`src/rtl/latent_sample_collector_pkg.sv`:
```
// rtl/latent_sample_collector_pkg.sv - shared types and helpers for the latent sample collector
package latent_sample_collector_pkg;

   typedef enum logic [1:0] {
      COLLECT = 2'd0,
      FLUSH   = 2'd1,
      DRAIN   = 2'd2
   } lsc_state_e;

   // Latency of the current lambda reparameterization sampler build.
   localparam int DEFAULT_LAMBDA_LATENCY = 10;

   function automatic int idx_width(input int n);
      return (n > 1) ? $clog2(n) : 1;
   endfunction

endpackage

```
`src/rtl/latent_sample_collector_tag.sv`:
```
// rtl/latent_sample_collector_tag.sv - valid_tag_delay: 1-bit valid tag line matched to a fixed layer latency
module valid_tag_delay #(
   parameter int DEPTH = 10
) (
   input  logic clk_i,
   input  logic rst_n_i,
   input  logic tag_i,
   output logic tag_o
);

   logic [DEPTH-1:0] tag_q;

   always_ff @(posedge clk_i or negedge rst_n_i) begin
      if (!rst_n_i) begin
         tag_q <= '0;
      end else begin
         tag_q[0] <= tag_i;
         for (int i = 1; i < DEPTH; i++) begin
            tag_q[i] <= tag_q[i-1];
         end
      end
   end

   assign tag_o = tag_q[DEPTH-1];

endmodule

```
`src/rtl/latent_sample_collector.sv`:
```
// rtl/latent_sample_collector.sv - captures tagged sampler outputs into a frame and streams it to the decoder
module latent_sample_collector
   import latent_sample_collector_pkg::*;
#(
   parameter int BITSIZE        = 20,
   parameter int NUM_LATENT     = 8,
   parameter int LAMBDA_LATENCY = DEFAULT_LAMBDA_LATENCY
) (
   input  logic                                clk,
   input  logic                                reset_n,
   input  logic                                issue_valid,
   output logic                                issue_ready,
   input  logic [BITSIZE-1:0]                  lambda_in,
   output logic                                out_valid,
   input  logic                                out_ready,
   output logic [BITSIZE-1:0]                  out_data,
   output logic [idx_width(NUM_LATENT)-1:0]    out_index,
   output logic                                out_last,
   output logic                                drop_err
);

   localparam int IW = idx_width(NUM_LATENT);
   localparam int CW = $clog2(NUM_LATENT + 1);
   localparam logic [CW-1:0] FULL_CNT = CW'(NUM_LATENT);
   localparam logic [CW-1:0] LAST_CNT = CW'(NUM_LATENT - 1);
   localparam logic [IW-1:0] LAST_IDX = IW'(NUM_LATENT - 1);

   lsc_state_e                state_q, state_d;
   logic [CW-1:0]             issue_cnt_q, issue_cnt_d;
   logic [IW-1:0]             wr_ptr_q, wr_ptr_d;
   logic [IW-1:0]             out_index_q, out_index_d;
   logic [BITSIZE-1:0]        out_data_q, out_data_d;
   logic                      out_valid_q, out_valid_d;
   logic                      out_last_q, out_last_d;
   logic                      drop_err_q, drop_err_d;
   logic                      ready_en_q;
   logic [BITSIZE-1:0]        frame_q [NUM_LATENT];
   logic                      accept, capture;
   logic [IW-1:0]             next_idx;

   assign issue_ready = ready_en_q && (state_q == COLLECT) && (issue_cnt_q < FULL_CNT);
   assign accept      = issue_valid && issue_ready;
   assign next_idx    = out_index_q + IW'(1);

   valid_tag_delay #(.DEPTH(LAMBDA_LATENCY)) u_tag (
      .clk_i   (clk),
      .rst_n_i (reset_n),
      .tag_i   (accept),
      .tag_o   (capture)
   );

   always_comb begin
      state_d     = state_q;
      issue_cnt_d = issue_cnt_q;
      wr_ptr_d    = wr_ptr_q;
      out_valid_d = out_valid_q;
      out_data_d  = out_data_q;
      out_index_d = out_index_q;
      out_last_d  = out_last_q;
      drop_err_d  = drop_err_q || (issue_valid && !issue_ready);

      if (accept) issue_cnt_d = issue_cnt_q + CW'(1);
      if (capture && (wr_ptr_q != LAST_IDX)) wr_ptr_d = wr_ptr_q + IW'(1);

      case (state_q)
         COLLECT: begin
            if (accept && (issue_cnt_q == LAST_CNT)) state_d = FLUSH;
         end
         FLUSH: begin
            // The last capture writes slot N-1 on this edge, so slot 0 is safe to preload.
            if (capture && (wr_ptr_q == LAST_IDX)) begin
               state_d     = DRAIN;
               out_valid_d = 1'b1;
               out_data_d  = frame_q[0];
               out_index_d = '0;
               out_last_d  = 1'b0;
            end
         end
         DRAIN: begin
            if (out_ready) begin
               if (out_last_q) begin
                  state_d     = COLLECT;
                  issue_cnt_d = '0;
                  wr_ptr_d    = '0;
                  out_valid_d = 1'b0;
                  out_data_d  = '0;
                  out_index_d = '0;
                  out_last_d  = 1'b0;
               end else begin
                  out_index_d = next_idx;
                  out_data_d  = frame_q[next_idx];
                  out_last_d  = (next_idx == LAST_IDX);
               end
            end
         end
         default: state_d = COLLECT;
      endcase
   end

   always_ff @(posedge clk or negedge reset_n) begin
      if (!reset_n) begin
         state_q     <= COLLECT;
         issue_cnt_q <= '0;
         wr_ptr_q    <= '0;
         out_valid_q <= 1'b0;
         out_data_q  <= '0;
         out_index_q <= '0;
         out_last_q  <= 1'b0;
         drop_err_q  <= 1'b0;
         ready_en_q  <= 1'b0;
      end else begin
         state_q     <= state_d;
         issue_cnt_q <= issue_cnt_d;
         wr_ptr_q    <= wr_ptr_d;
         out_valid_q <= out_valid_d;
         out_data_q  <= out_data_d;
         out_index_q <= out_index_d;
         out_last_q  <= out_last_d;
         drop_err_q  <= drop_err_d;
         ready_en_q  <= 1'b1;
      end
   end

   always_ff @(posedge clk) begin
      if (capture) frame_q[wr_ptr_q] <= lambda_in;
   end

   assign out_valid = out_valid_q;
   assign out_data  = out_data_q;
   assign out_index = out_index_q;
   assign out_last  = out_last_q;
   assign drop_err  = drop_err_q;

endmodule

```
`config.mk`:
```
export PLATFORM = sky130hd
export DESIGN_NAME = latent_sample_collector
export DESIGN_NICKNAME = d
export VERILOG_FILES = /design/src/rtl/latent_sample_collector_pkg.sv /design/src/rtl/latent_sample_collector_tag.sv /design/src/rtl/latent_sample_collector.sv
export SDC_FILE = /design/constraint.sdc
export NUM_CORES = 1
export LEC_CHECK = 0
export ABC_CLOCK_PERIOD_IN_PS = 2900
export BUFFER_PORTS_ARGS = -buffer_cell sky130_fd_sc_hd__buf_2
export CAP_MARGIN = 40
export CORE_ASPECT_RATIO = 0.7
export CORE_MARGIN = 2
export CORE_UTILIZATION = 60
export DETAILED_ROUTE_END_ITERATION = 8
export PLACE_DENSITY = 0.79
export SKIP_LAST_GASP = 1
export SYNTH_ARGS = -nofsm -noshare
export SYNTH_HDL_FRONTEND = slang
export SYNTH_HIERARCHICAL = 1
export SYNTH_SLANG_ARGS = --single-unit
export TNS_END_PERCENT = 30
```
`constraint.sdc`:
```
create_clock -name clk -period 2.9 [get_ports clk]
set_input_delay 0.145 -clock clk [delete_from_list [all_inputs] [get_ports clk]]
set_output_delay 0.145 -clock clk [all_outputs]
set_load 0.01 [all_outputs]
```
## Yosys cells after proc, flatten, opt, wreduce, memory -nomap -nowiden

Memories as Yosys holds them, arrays and structs flattened.
Index checks and enable logic that the tools add are counted.

- Flip-flop bits (word level): 46
- RAM bits: 160
- Output and inout port bits: 27
- Memories: 1

- Add/subtract/negate cells: 3
- Magnitude comparators: 1
- Equality and inequality tests: 10
- Multiplexer cells: 31
- Reduce and logical (&&, ||, !) cells: 14

Memory list:

| memory | depth | bits a word | rd ports | clocked after memory_dff | wr ports | RTL line | RTL |
|---|---|---|---|---|---|---|---|
| frame_q | 8 | 20 | 2 | 0 | 1 | latent_sample_collector.sv:37 | `logic [BITSIZE-1:0] frame_q [NUM_LATENT];` |

Operators by type and width:

| cell | number |
|---|---|
| $mux W20 | 3 |
| $pmux W20 S2 | 1 |
| $mux W3 | 7 |
| $mux W4 | 4 |
| $mux W1 | 8 |
| $mux W2 | 4 |
| $reduce_and A4 Y1 | 2 |
| $logic_and A1 B1 Y1 | 7 |
| $add A3 B1 Y3 const B | 2 |
| $eq A3 B3 Y1 const B | 2 |
| $ne A2 B2 Y1 const B | 3 |
| $pmux W2 S3 | 1 |
| $pmux W3 S2 | 1 |
| $add A4 B1 Y4 const B | 1 |
| $eq A4 B3 Y1 const B | 1 |
| $lt A4 B4 Y1 const B | 1 |
| $pmux W1 S2 | 2 |
| $ne A3 B3 Y1 const B | 1 |
| $reduce_and A3 Y1 | 1 |
| $eq A2 B1 Y1 const B | 1 |
| $eq A2 B2 Y1 const B | 1 |
| $logic_not A2 Y1 | 1 |
| $ne A2 B1 Y1 const B | 1 |
| $reduce_bool A2 Y1 | 1 |
| 2 further kinds | 2 |

## Depth between registers and ports, before layout

- Depth after elaboration: 8
- Mapped depth: 9

## Cells and area by module

Netlist, hierarchy kept.

By module, submodules not included:

| module | times used | cells each | area an instance (um^2) | sequential area each (um^2) |
|---|---|---|---|---|
| latent_sample_collector | 1 | 437 | 7,692.4 | 5,705.5 |
| valid_tag_delay | 1 | 10 | 250.2 | 250.2 |

## Worst setup path before layout

No wires, ideal clock.

- Path kind: reg2reg
- From: reg wr_ptr_q[1]
- To: mem frame_q[0][0] (enable)
- Data arrival time: 1,978 ps
- Data required time: 2,478 ps
- Slack: 500 ps
- Stages on the path, launching flop included: 3
- Clock period less this slack: 2,400 ps
- Path through: dfrtp_1 > nand2b_1 > nor3_1

RTL lines:

| what | RTL line | RTL |
|---|---|---|
| from (decl) | latent_sample_collector.sv:30 | `logic [IW-1:0] wr_ptr_q, wr_ptr_d;` |
| from (signal assigned) | latent_sample_collector.sv:114 | `wr_ptr_q <= wr_ptr_d;` |
| to (decl) | latent_sample_collector.sv:37 |  |

Straight into the memory's write port.

## Worst setup path after layout

- From: reg state_q[0]
- To: out issue_ready

- Cells in the longest elaborated chain, start to end: 3

Ends and longest elaborated chain:

| what | RTL line | RTL |
|---|---|---|
| from (decl) | latent_sample_collector.sv:28 | `lsc_state_e state_q, state_d;` |
| from (signal assigned) | latent_sample_collector.sv:112 | `state_q <= state_d;` |
| $logic_not A2 Y1 | latent_sample_collector.sv:41 | `assign issue_ready = ready_en_q && (state_q == COLLECT) && (issue_cnt_q < FULL_CNT);` |
| $logic_and A1 B1 Y1 (2 in series) | latent_sample_collector.sv:41 |  |
| to (decl) | latent_sample_collector.sv:12 | `output logic issue_ready,` |

Every way passes these cells.

==> impl_results.md <==
- Outcome: complete, no violations
- DRT antenna net count: 0
- Worst Hold Path Cells: 3
- Vias: 4518
- R2R Path Start: out_index[0]
- Max_cap viols: 0
- Final worst-path cycle share: 71.5%
- RSZ-0062 raised after global routing: no
- First-pass GRT wire length: 26300 um
- Slew @ Worst Pin: 0.611 ns
- Drt drc: 0
- CP Max Fanout: 8
- Synth unique cells: 36
- CP bufs+invs: 2
- Detail Placement HPWL: 9410 um
- CP required: 2.76 ns
- Pint: 5.77 mW
- Syn Area/Cell: 17.8 um2
- Total gr overflow: 0
- WHS Endpoint: state_q[1]
- Clk pin slew, worst setup/hold paths: 0.06 ns
- Combinational share of power: 25.7%
- Crit-path cells: or4b_1, inv_1, buf_2
- DP Worst Slack: 0.900 ns
- Min Tclk post-route: 2.07 ns
- Min-delay src: out_ready
- Area leader, netlist: edfxtp_1
- Number of buffers added on ports: 50
- Final Hold Violating Endpoints: 0
- Seq/Total Area, Yosys: 75.0%
- Fraction of final layout cells sized beyond drive strength 1: 27.1%
- HP Class: in2reg
- Postcts setup bufs: 0
- Initial Utilization: 60.9%
- Htree depth: 1
- Final worst slack: 0.828 ns
- Mapped Area: 7940 um2
- Row cnt: 35
- Switching pwr: 2.32 mW
- Pin count of the biggest net entering global routing: 44
- GR Util All Layers: 25.2%
- Synth warnings: 6
- Register Area: 5960 um2
- GP Congestion: 0.765
- PwrDens: 869 nW/um2
- Synth Net Count: 476
- Slew headroom: 59.3%
- Ant. Diodes: 0
- Core area: 13100 um2
- R2r worst-path depth: 6
- R2r setup slk: 0.88 ns
- Clock share of power: 28.8%
- Nature of the critical path startpoint: flop
- Filler cells: 797
- Max-slew violations: 0
- Die Ht: 100 um
- Clock root buffer: clkbuf_16
- Setup-failing EPs final: 0
- WS Path Type: reg2out
- Vias in the first global route: 4653
- Slowest cell on crit path: or4b_1
- Post-CTS Resized: 0
- CTS tree: done
- Switching Share: 28.7%
- Final setup TNS: 0 ns
- Multi-input gate area: 1900 um2
- Finished Layout Cells: 712
- Initial antenna violation count: 0
- Clock Latency Late Sink: 0.49 ns
- Clock sink count: 206
- Worst setup EP type: primary output
- Worst r2r dst: out_data[15]
- Worst path max stage delay: 0.67 ns
- Number of flops mapped to enable cells by yosys: 160
- Placed Cells incl. Taps: 657
- Worst Setup SP: state_q[0]
- Nets@finish: 563
- Drt via density: 6.35
- Post-synth top area share: 60.5%
- Area Overhead vs Synth: 17.2%
- Ys async rst share: 22.3%
- VDD IR-drop max: 517 uV
- Initial DRC count: 521
- Die footprint: 14200 um2
- Final wirelength: 16900 um
- Sequential share of power: 45.6%
- Synth top area cells: edfxtp_1, dfrtp_1, mux4_2, nand3_1, o21ai_0
- WP data arrival: 1.93 ns
- IO Pins: 51
- Final setup skew: 0.0172 ns
- Routed len/inst: 23.8 um
- Clock Path Buffers: 3
- DR pass1 iterations: 5
- Top FF cell, synth: edfxtp_1
- Synth Instances: 447
- Leakage: 3.24 nW
- Synth Register Bits: 206
- Die W: 142 um
- Largest delay share family, worst path: simple AND/OR/NAND/NOR gates
- Fmax: 483 MHz
- TritonCTS buffer count: 19
[cells in the final DEF, fill, tap and decap left out, drive strengths merged]
cell / Yosys / final
xor2: 1 / 1
ha: 5 / 5
buf: 6 / 72
nor2: 12 / 12
or3: 1 / 1
conb: 1 / 1
nor3b: 1 / 1
o31ai: 1 / 1
xnor2: 2 / 2
mux4: 40 / 40
nor2b: 2 / 2
a21o: 1 / 1
and2: 2 / 2
o21ai: 26 / 26
a41oi: 1 / 1
inv: 5 / 6
and4b: 1 / 1
nor3: 22 / 22
or4b: 1 / 1
nand3: 45 / 45
or4: 1 / 1
mux2i: 3 / 3
and3b: 1 / 1
nand2b: 4 / 4
nand3b: 1 / 1
dfrtp: 46 / 46
nand4b: 1 / 1
clkinv: 0 / 3
a31oi: 20 / 20
o41ai: 1 / 1
clkbuf: 22 / 29
edfxtp: 160 / 160
nand4: 1 / 1
nand2: 6 / 6
dlygate4sd3: 0 / 22
a21oi: 4 / 4
[stage by stage]
stage,total power [mW],instance area (um2),utilization [%],hold WS [ns]
finish,8.09,9310,71.3,0.0103
global route,8.44,9310,71.3,0.0361
CTS,8.13,9310,71.3,0.00140
detailed placement,5.78,8510,65.2,0.171
global placement,5.70,8510,65.2,0.180
floorplan,5.13,7940,-,-0.151
[state kept, by name (all words and copies together) (netlist names)]
signal       flops
out_last         1
drop_err         1
out_data        20
wr_ptr_q         3
out_valid        1
issue_cnt_q      4
state_q          2
out_index        3
ready_en_q       1
frame_q        160
u_tag/tag_q     10
[power by group through the flow]
stage | Clock [mW] | Sequential, mW | Combinational (mW)
finish | 2.33 | 3.69 | 2.08
global route | 2.48 | 3.71 | 2.25
CTS | 2.36 | 3.68 | 2.08
detailed placement | 0 | 3.74 | 2.04
global placement | 0 | 3.72 | 1.98
floorplan | 0 | 3.75 | 1.38
[worst reg2reg max path, stage by stage, from the launching register on]
cell	delay [ns]
dfrtp_2	0.39
inv_1	0.07
ha_1	0.30
buf_4	0.52
mux4_2	0.42
nand3_1	0.10
a31oi_1	0.10
[routing by layer]
layer / vias to the layer above / track usage (%) / part of all wire [%]
li1: 1958 / - / -
met1: 2297 / 35.2 / 39
met2: 223 / 41.3 / 50
met3: 40 / 4.68 / 8.2
met4: 0 / 8.54 / 3.0
met5: - / 0 / 0
[worst max-delay path by stage]
stage / end / slack (ns) / cells after the start
after floorplan: frame_q[0][0] / 0.50 / 2
after global placement: out_data[11] / 0.95 / 6
after detailed placement: out_data[10] / 0.90 / 6
after CTS: issue_ready / 0.82 / 3
after global routing: issue_ready / 0.71 / 3
final: issue_ready / 0.83 / 3
[logic make-up (layout without fill, tap and decap cells)]
kind of cell | count (synthesis) | after routing | share of synthesized area [%]
XOR/XNOR | 3 | 3 | 0.331
adder cells (fa/ha/maj) | 5 | 5 | 0.788
multiplexers | 43 | 43 | 11.7
flip-flops | 206 | 206 | 75.0
AND/OR/NAND/NOR | 102 | 102 | 6.62
buffers and inverters | 33 | 132 | 1.64
AO/OA/AOI/OAI | 54 | 54 | 3.88
other | 1 | 1 | 0.0472
[final cells by class]
class | count | share of cell area, %
Timing Repair Buffer | 94 | 6.96
Clock inverter | 4 | 0.228
Clock buffer | 29 | 5.95
Inverter | 5 | 0.202
Sequential cell | 206 | 64.0
Multi-Input combinational cell | 208 | 20.4
Tap cell | 166 | 2.23
[repair_timing]
item	CTS	global route
endpoints found under the hold margin	184	0
hold buffers	22	0
setup endpoints to repair	0	0
[cell usage after synthesis, drive strengths merged, types with 4 or more instances]
library cell / n
nor3: 22
o21ai: 26
a31oi: 20
nor2: 12
a21oi: 4
nand2: 6
nand2b: 4
inv: 5
dfrtp: 46
edfxtp: 160
ha: 5
clkbuf: 22
buf: 6
mux4: 40
nand3: 45
No activity file was read; power rests on OpenSTA's default activity.
